==> src/rtl/default_slave_param.sv <==
// AHB default slave: answers transfers to unmapped address space.
// Configurable ERROR or OKAY response, with a small status block that records
// the most recent unmapped access and counts accepted ones (saturating).
//
// state   | meaning
// --------+-----------------------------------------------------------
// ST_IDLE | no response pending; zero-wait OKAY
// ST_ERR1 | first ERROR cycle: wait state (HREADYOUT=0, HRESP=1)
// ST_ERR2 | second ERROR cycle: completes (HREADYOUT=1, HRESP=1)
module default_slave_param #(
  parameter int DATA_WIDTH = 64,
  parameter int ERR_MODE   = 1,
  parameter int CNT_WIDTH  = 8
) (
  input  logic                  HCLK,
  input  logic                  HRESET,
  input  logic                  HSEL,
  input  logic                  HREADY,
  input  logic                  HWRITE,
  input  logic [1:0]            HTRANS,
  input  logic [2:0]            HSIZE,
  input  logic [2:0]            HBURST,
  input  logic [3:0]            HPROT,
  input  logic                  HMASTLOCK,
  input  logic [31:0]           HADDR,
  input  logic [DATA_WIDTH-1:0] HWDATA,
  input  logic                  clr_status,
  output logic                  HREADYOUT,
  output logic                  HRESP,
  output logic [DATA_WIDTH-1:0] HRDATA,
  output logic [CNT_WIDTH-1:0]  err_count,
  output logic                  err_valid,
  output logic [31:0]           err_addr,
  output logic                  err_write,
  output logic [2:0]            err_size
);

  typedef enum logic [1:0] {
    ST_IDLE = 2'b00,
    ST_ERR1 = 2'b01,
    ST_ERR2 = 2'b10
  } state_t;

  state_t state;
  state_t state_nxt;
  logic   accept;

  localparam logic [CNT_WIDTH-1:0] CNT_MAX = '1;
  localparam logic [CNT_WIDTH-1:0] CNT_ONE = CNT_WIDTH'(1);

  // Write data, burst, protection and lock carry no meaning for this slave;
  // HTRANS[0] only distinguishes SEQ/NONSEQ and BUSY/IDLE, both irrelevant here.
  logic unused_inputs;
  assign unused_inputs = ^{HWDATA, HBURST, HPROT, HMASTLOCK, HTRANS[0]};

  // The wait state forces HREADY low on the bus, so nothing is taken in ST_ERR1.
  assign accept = HSEL && HREADY && HTRANS[1] && (state != ST_ERR1);

  assign HRDATA = '0;

  // State register; reset aborts any ERROR response in flight.
  always_ff @(posedge HCLK or negedge HRESET) begin
    if (!HRESET) state <= ST_IDLE;
    else         state <= state_nxt;
  end

  // Next-state logic; in OKAY mode the FSM never leaves ST_IDLE.
  always_comb begin
    state_nxt = state;
    if (ERR_MODE == 0) begin
      state_nxt = ST_IDLE;
    end else begin
      case (state)
        ST_IDLE: state_nxt = accept ? ST_ERR1 : ST_IDLE;
        ST_ERR1: state_nxt = ST_ERR2;
        ST_ERR2: state_nxt = accept ? ST_ERR1 : ST_IDLE;
        default: state_nxt = ST_IDLE;
      endcase
    end
  end

  // Bus response decoded purely from the state register.
  always_comb begin
    HREADYOUT = 1'b1;
    HRESP     = 1'b0;
    case (state)
      ST_ERR1: begin
        HREADYOUT = 1'b0;
        HRESP     = 1'b1;
      end
      ST_ERR2: begin
        HREADYOUT = 1'b1;
        HRESP     = 1'b1;
      end
      default: begin
        HREADYOUT = 1'b1;
        HRESP     = 1'b0;
      end
    endcase
  end

  // Status capture and saturating count; an accept takes priority over a clear.
  always_ff @(posedge HCLK or negedge HRESET) begin
    if (!HRESET) begin
      err_count <= '0;
      err_valid <= 1'b0;
      err_addr  <= '0;
      err_write <= 1'b0;
      err_size  <= '0;
    end else if (accept) begin
      err_valid <= 1'b1;
      err_addr  <= HADDR;
      err_write <= HWRITE;
      err_size  <= HSIZE;
      if (clr_status)               err_count <= CNT_ONE;
      else if (err_count != CNT_MAX) err_count <= err_count + CNT_ONE;
    end else if (clr_status) begin
      err_count <= '0;
      err_valid <= 1'b0;
    end
  end

endmodule

==> config.mk <==
export PLATFORM = sky130hd
export DESIGN_NAME = default_slave_param
export DESIGN_NICKNAME = d
export VERILOG_FILES = /design/src/rtl/default_slave_param.sv
export SDC_FILE = /design/constraint.sdc
export NUM_CORES = 1
export LEC_CHECK = 0
export ABC_AREA = 1
export CAP_MARGIN = 20
export CORE_MARGIN = 2
export CORE_UTILIZATION = 34
export DETAILED_ROUTE_END_ITERATION = 8
export HOLD_SLACK_MARGIN = 0.08
export PLACE_DENSITY = 0.91
export SLEW_MARGIN = 20
export SYNTH_ARGS = -nofsm -noshare
export SYNTH_HDL_FRONTEND = slang
export SYNTH_SLANG_ARGS = --single-unit
==> constraint.sdc <==
create_clock -name HCLK -period 4.2 [get_ports HCLK]
set_clock_uncertainty 0.15 [all_clocks]
set_input_delay 0.84 -clock HCLK [delete_from_list [all_inputs] [get_ports HCLK]]
set_output_delay 0.84 -clock HCLK [all_outputs]
set_load 0.05 [all_outputs]
=== After elaboration in Yosys (flattened, before gate mapping) ===
Cells that the tools add are included.

* $add $sub $neg: 1
* Equal/unequal tests: 4
* Reduce and logical (&&, ||, !) cells: 9
* Multiplexer cells: 10

{| class="wikitable"
|+ Operator list
! kind !! number
|-
| $mux W8 || 4
|-
| $add A8 B1 Y8 const B || 1
|-
| $ne A8 B8 Y1 const B || 1
|-
| $mux W1 || 5
|-
| $pmux W2 S2 || 1
|-
| $reduce_bool A2 Y1 || 2
|-
| $reduce_or A2 Y1 || 2
|-
| $logic_and A1 B1 Y1 || 3
|-
| $eq A2 B1 Y1 const B || 1
|-
| $eq A2 B2 Y1 const B || 1
|-
| $logic_not A2 Y1 || 1
|-
| $ne A2 B1 Y1 const B || 1
|-
| $reduce_and A2 Y1 || 1
|}

* Output and inout bits: 111
* Register bits after elaboration: 47
* Input port bits: 115

=== Depth between registers and ports, before layout ===
* Depth after elaboration: 5
* Gate-level depth with buffers: 10

=== Least setup slack after synthesis ===
No wires, ideal clock.

* Path type: register to output
* From: register state[0]
* To: output HRESP
* Path buffers: 0
* Slack: 2259 ps
* Required time: 3210 ps
* Arrival time: 951 ps
* Cell stages (with the launch flop): 3
* Cell sequence: dfrtp_1 -> inv_1 -> ha_1

* Cells in the longest elaborated chain, start to end: 3
* Elaborated cells between the ends (all ways): 4

{| class="wikitable"
|+ RTL lines
! what !! RTL line !! text
|-
| start: declaration || 44 || <nowiki>state_t state;</nowiki>
|-
| start signal: assignment || 64 || <nowiki>else state <= state_nxt;</nowiki>
|-
| $eq A2 B2 Y1 or $eq A2 B1 Y1 (tied branches) || 86 || <nowiki>case (state)</nowiki>
|-
| $reduce_or A2 Y1 (no source line) * || n/a ||
|-
| $mux W1 * || 86 ||
|-
| end: declaration || 29 || <nowiki>output logic HRESP,</nowiki>
|}

Mark *: on every way between the ends. The rest lies on a longest branch, timed or not.

=== Final worst setup path ===
Same ends and word-level chain as after synthesis.

==> flow_summary_export.csv <==
group,metric,value,unit
global_route,grt_antenna_before_repair,0,
worst_hold_path,hold_start,"err_addr[3]$_DFFE_PN0P_",
global_route,grt_pass1_wl,9.37,mm
power,ir_worst_vdd,0.226,mV
drt,drt.antenna.violating_nets,0,
global_route,first_global_vias,1998,
sta,hold_violations,0,
sta,min_period,2.82,ns
setup_path,cp_max_fo,3,
yosys,synth_warnings,0,
worst_hold_path,min-delay-path-class,"flop to flop",
drt,vias_per_cell,4.10,
sta,clock.fmax,0.355,GHz
setup_path,slowest_delay,0.79,ns
clocking,tritoncts,"done",
global_route,grt_start_max_net_pins,48,
clocking,cts-resized-gates,0,
floorplanning,rows,31,
floorplanning,die_h,90.2,um
drt,drt_iter0_drc,56,
drt,dr.max_layer_used,"met4",
setup_path,reg2reg_from,"state[1]$_DFF_PN0_",
finish,post-route-util,0.466,
place,dp_hpwl,4.02,mm
setup_path,critPathLaunchType,"flop",
drt,route.detailed.drc,0,
place,gp_congestion,0.884,
drt,dr.pass1.iters,4,
setup_path,path_cells,"inv_1 > ha_1 > clkdlybuf4s50_1",
yosys,syn-cell-area,2520,sq um
drt,wl_met1,2.42,mm
outcome,outcome,"completed",
power,power_density,451,nW/um^2
setup_path,worstSetupEndpointType,"output pin",
sta,grt_setup_unrepaired,"false",
drt,vias,2018,
clocking,insertion_delay,0.29,ns
yosys,synthDistinctLibCells,24,
clocking,clk_path_buf_depth,2,
global_route,grt_overflow_total,0,
floorplanning,die-width,90.2,um
floorplanning,core-area,7210,sq um
finish,diodes,0,
sta,worstMarginPinSlew,0.661,ns
flow_run,maxCapViolations,0,
setup_path,crit_type,"flop to output pin",
yosys,postSynthCellCount,305,
power,power,1520,uW
setup_path,crit_slowest_cell,"clkdlybuf4s50_1",
sta,hold_ws,0.337,ns
floorplanning,initial_core_util,0.350,
sta,timing.final.crit_share,0.671,
sta,tns,0,ns
clocking,cts.sinks,47,
finish,instances_no_fill,492,
sta,slew_headroom,0.559,
floorplanning,dieArea,8130,sq um
clocking,clk_pin_slew,0.09,ns
clocking,post_cts_buffers,0,
finish,final_net_count,512,
sta,setup_viol,0,
power,p_leak,0.00172,uW
finish,drive_gt1_frac,0.0662,
clocking,htreeDepth,2,
setup_path,critPathArrivalTime,1.83,ns
finish,syn2layout_area_growth,33.2,%
drt,dr_wl_met2,2.51,mm
setup_path,crit_start,"state[0]$_DFF_PN0_",
clocking,cts_inserted_buffers,5,
drt,wl_per_cell,11.3,um
clocking,cts_root_buf,"clkbuf_8",
clocking,ctsHoldBuffers,0,
drt,dr_wl_met3,573,um
yosys,ys_ff_latch,47,
sta,slew_viol_final,0,
yosys,seq_area_frac_synth,0.466,
yosys,avgSynthCellArea,8.28,sq um
floorplanning,pin_count,226,
global_route,gr-usage-all-layers,0.139,
place,io_buffer_count,88,
place,place_inst,484,
setup_path,worstPathRequired,3.21,ns
finish,fillers,687,
drt,wl,5.56,mm
[power breakdown]
part | total, uW | internal [uW] | switching, uW
combinational | 617 | 169 | 448
sequential | 554 | 515 | 38.3
clock | 347 | 193 | 154
total | 1520 | 877 | 640
[registers in the layout, indices dropped and copies added, names as in the netlist]
| signal | flops |
|---|---|
| err_count | 8 |
| err_write | 1 |
| err_addr | 32 |
| state | 2 |
| err_size | 3 |
| err_valid | 1 |
[layer usage]
metal | vias to the layer above | GRT usage
li1 | 970 | -
met1 | 935 | 0.171
met2 | 107 | 0.228
met3 | 6 | 0.0545
met4 | 0 | 0.0410
met5 | - | 0
[final timing paths]
check / endpoint / slack [ns] / cells after the start
max in group asynchronous: err_count[5]$_DFFE_PN0P_ / 3.09 / 1
hold / removal: err_addr[3]$_DFFE_PN0P_ / 0.34 / 2
setup / recovery: HRESP / 1.38 / 3
setup reg to reg: err_count[7]$_DFFE_PN0P_ / 1.95 / 10
hold reg to reg: err_addr[3]$_DFFE_PN0P_ / 0.34 / 2
min in group asynchronous: err_size[0]$_DFFE_PN0P_ / 0.40 / 1
[cells in the mapped netlist (all sizes together)]
cell type / count / area (sq um)
dfrtp: 47 / 1180
o21ai: 4 / 23.8
conb: 1 / 3.75
a21o: 1 / 7.51
a21oi: 1 / 5.00
nor2: 8 / 45.0
nand2: 138 / 533
inv: 14 / 52.6
nand3: 8 / 52.6
buf: 70 / 519
ha: 5 / 62.6
nor3: 1 / 5.00
nand4: 5 / 31.3
clkbuf: 2 / 7.51
[cells in the final DEF (no fill, tap or decap), drive strengths merged]
master,count
a21o,1
a21oi,1
buf,2
bufinv,1
clkbuf,6
clkdlybuf4s50,87
clkinv,1
conb,64
dfrtp,47
ha,5
inv,14
nand2,138
nand3,8
nand4,5
nor2,8
nor3,1
o21ai,4
[layout make-up]
cell class                 instances  area, sq um  area share
clock inverter                     2         35.0      0.0104
inverter                          14         52.6      0.0156
timing repair buffer              89          886       0.263
clock buffer                       6         82.6      0.0246
sequential                        47         1180       0.350
tap                               99          124      0.0368
multi-input combinational        235         1010       0.299
[cell families (layout without fill, tap and decap cells)]
group	after synthesis	count (layout)	share of synthesized area
compound gates	6	6	0.0144
fa+ha+maj	5	5	0.0248
buf+inv	86	111	0.229
other cells	1	64	0.00149
flops	47	47	0.466
simple gates	160	160	0.264
[through the flow]
step	setup WS [ns]	cell area [sq um]
global placement	1.31	3240
floorplan	2.26	2760
finish	1.38	3360
global route	1.32	3360
detailed placement	1.26	3240
CTS	1.37	3360
[critical path, delay by kind of cell, from the launching register on]
family	cells	cell delay, ns
fa+ha+maj	1	0.28
flops	1	0.38
buf+inv	2	0.87
(Power assumes the default switching activity.)
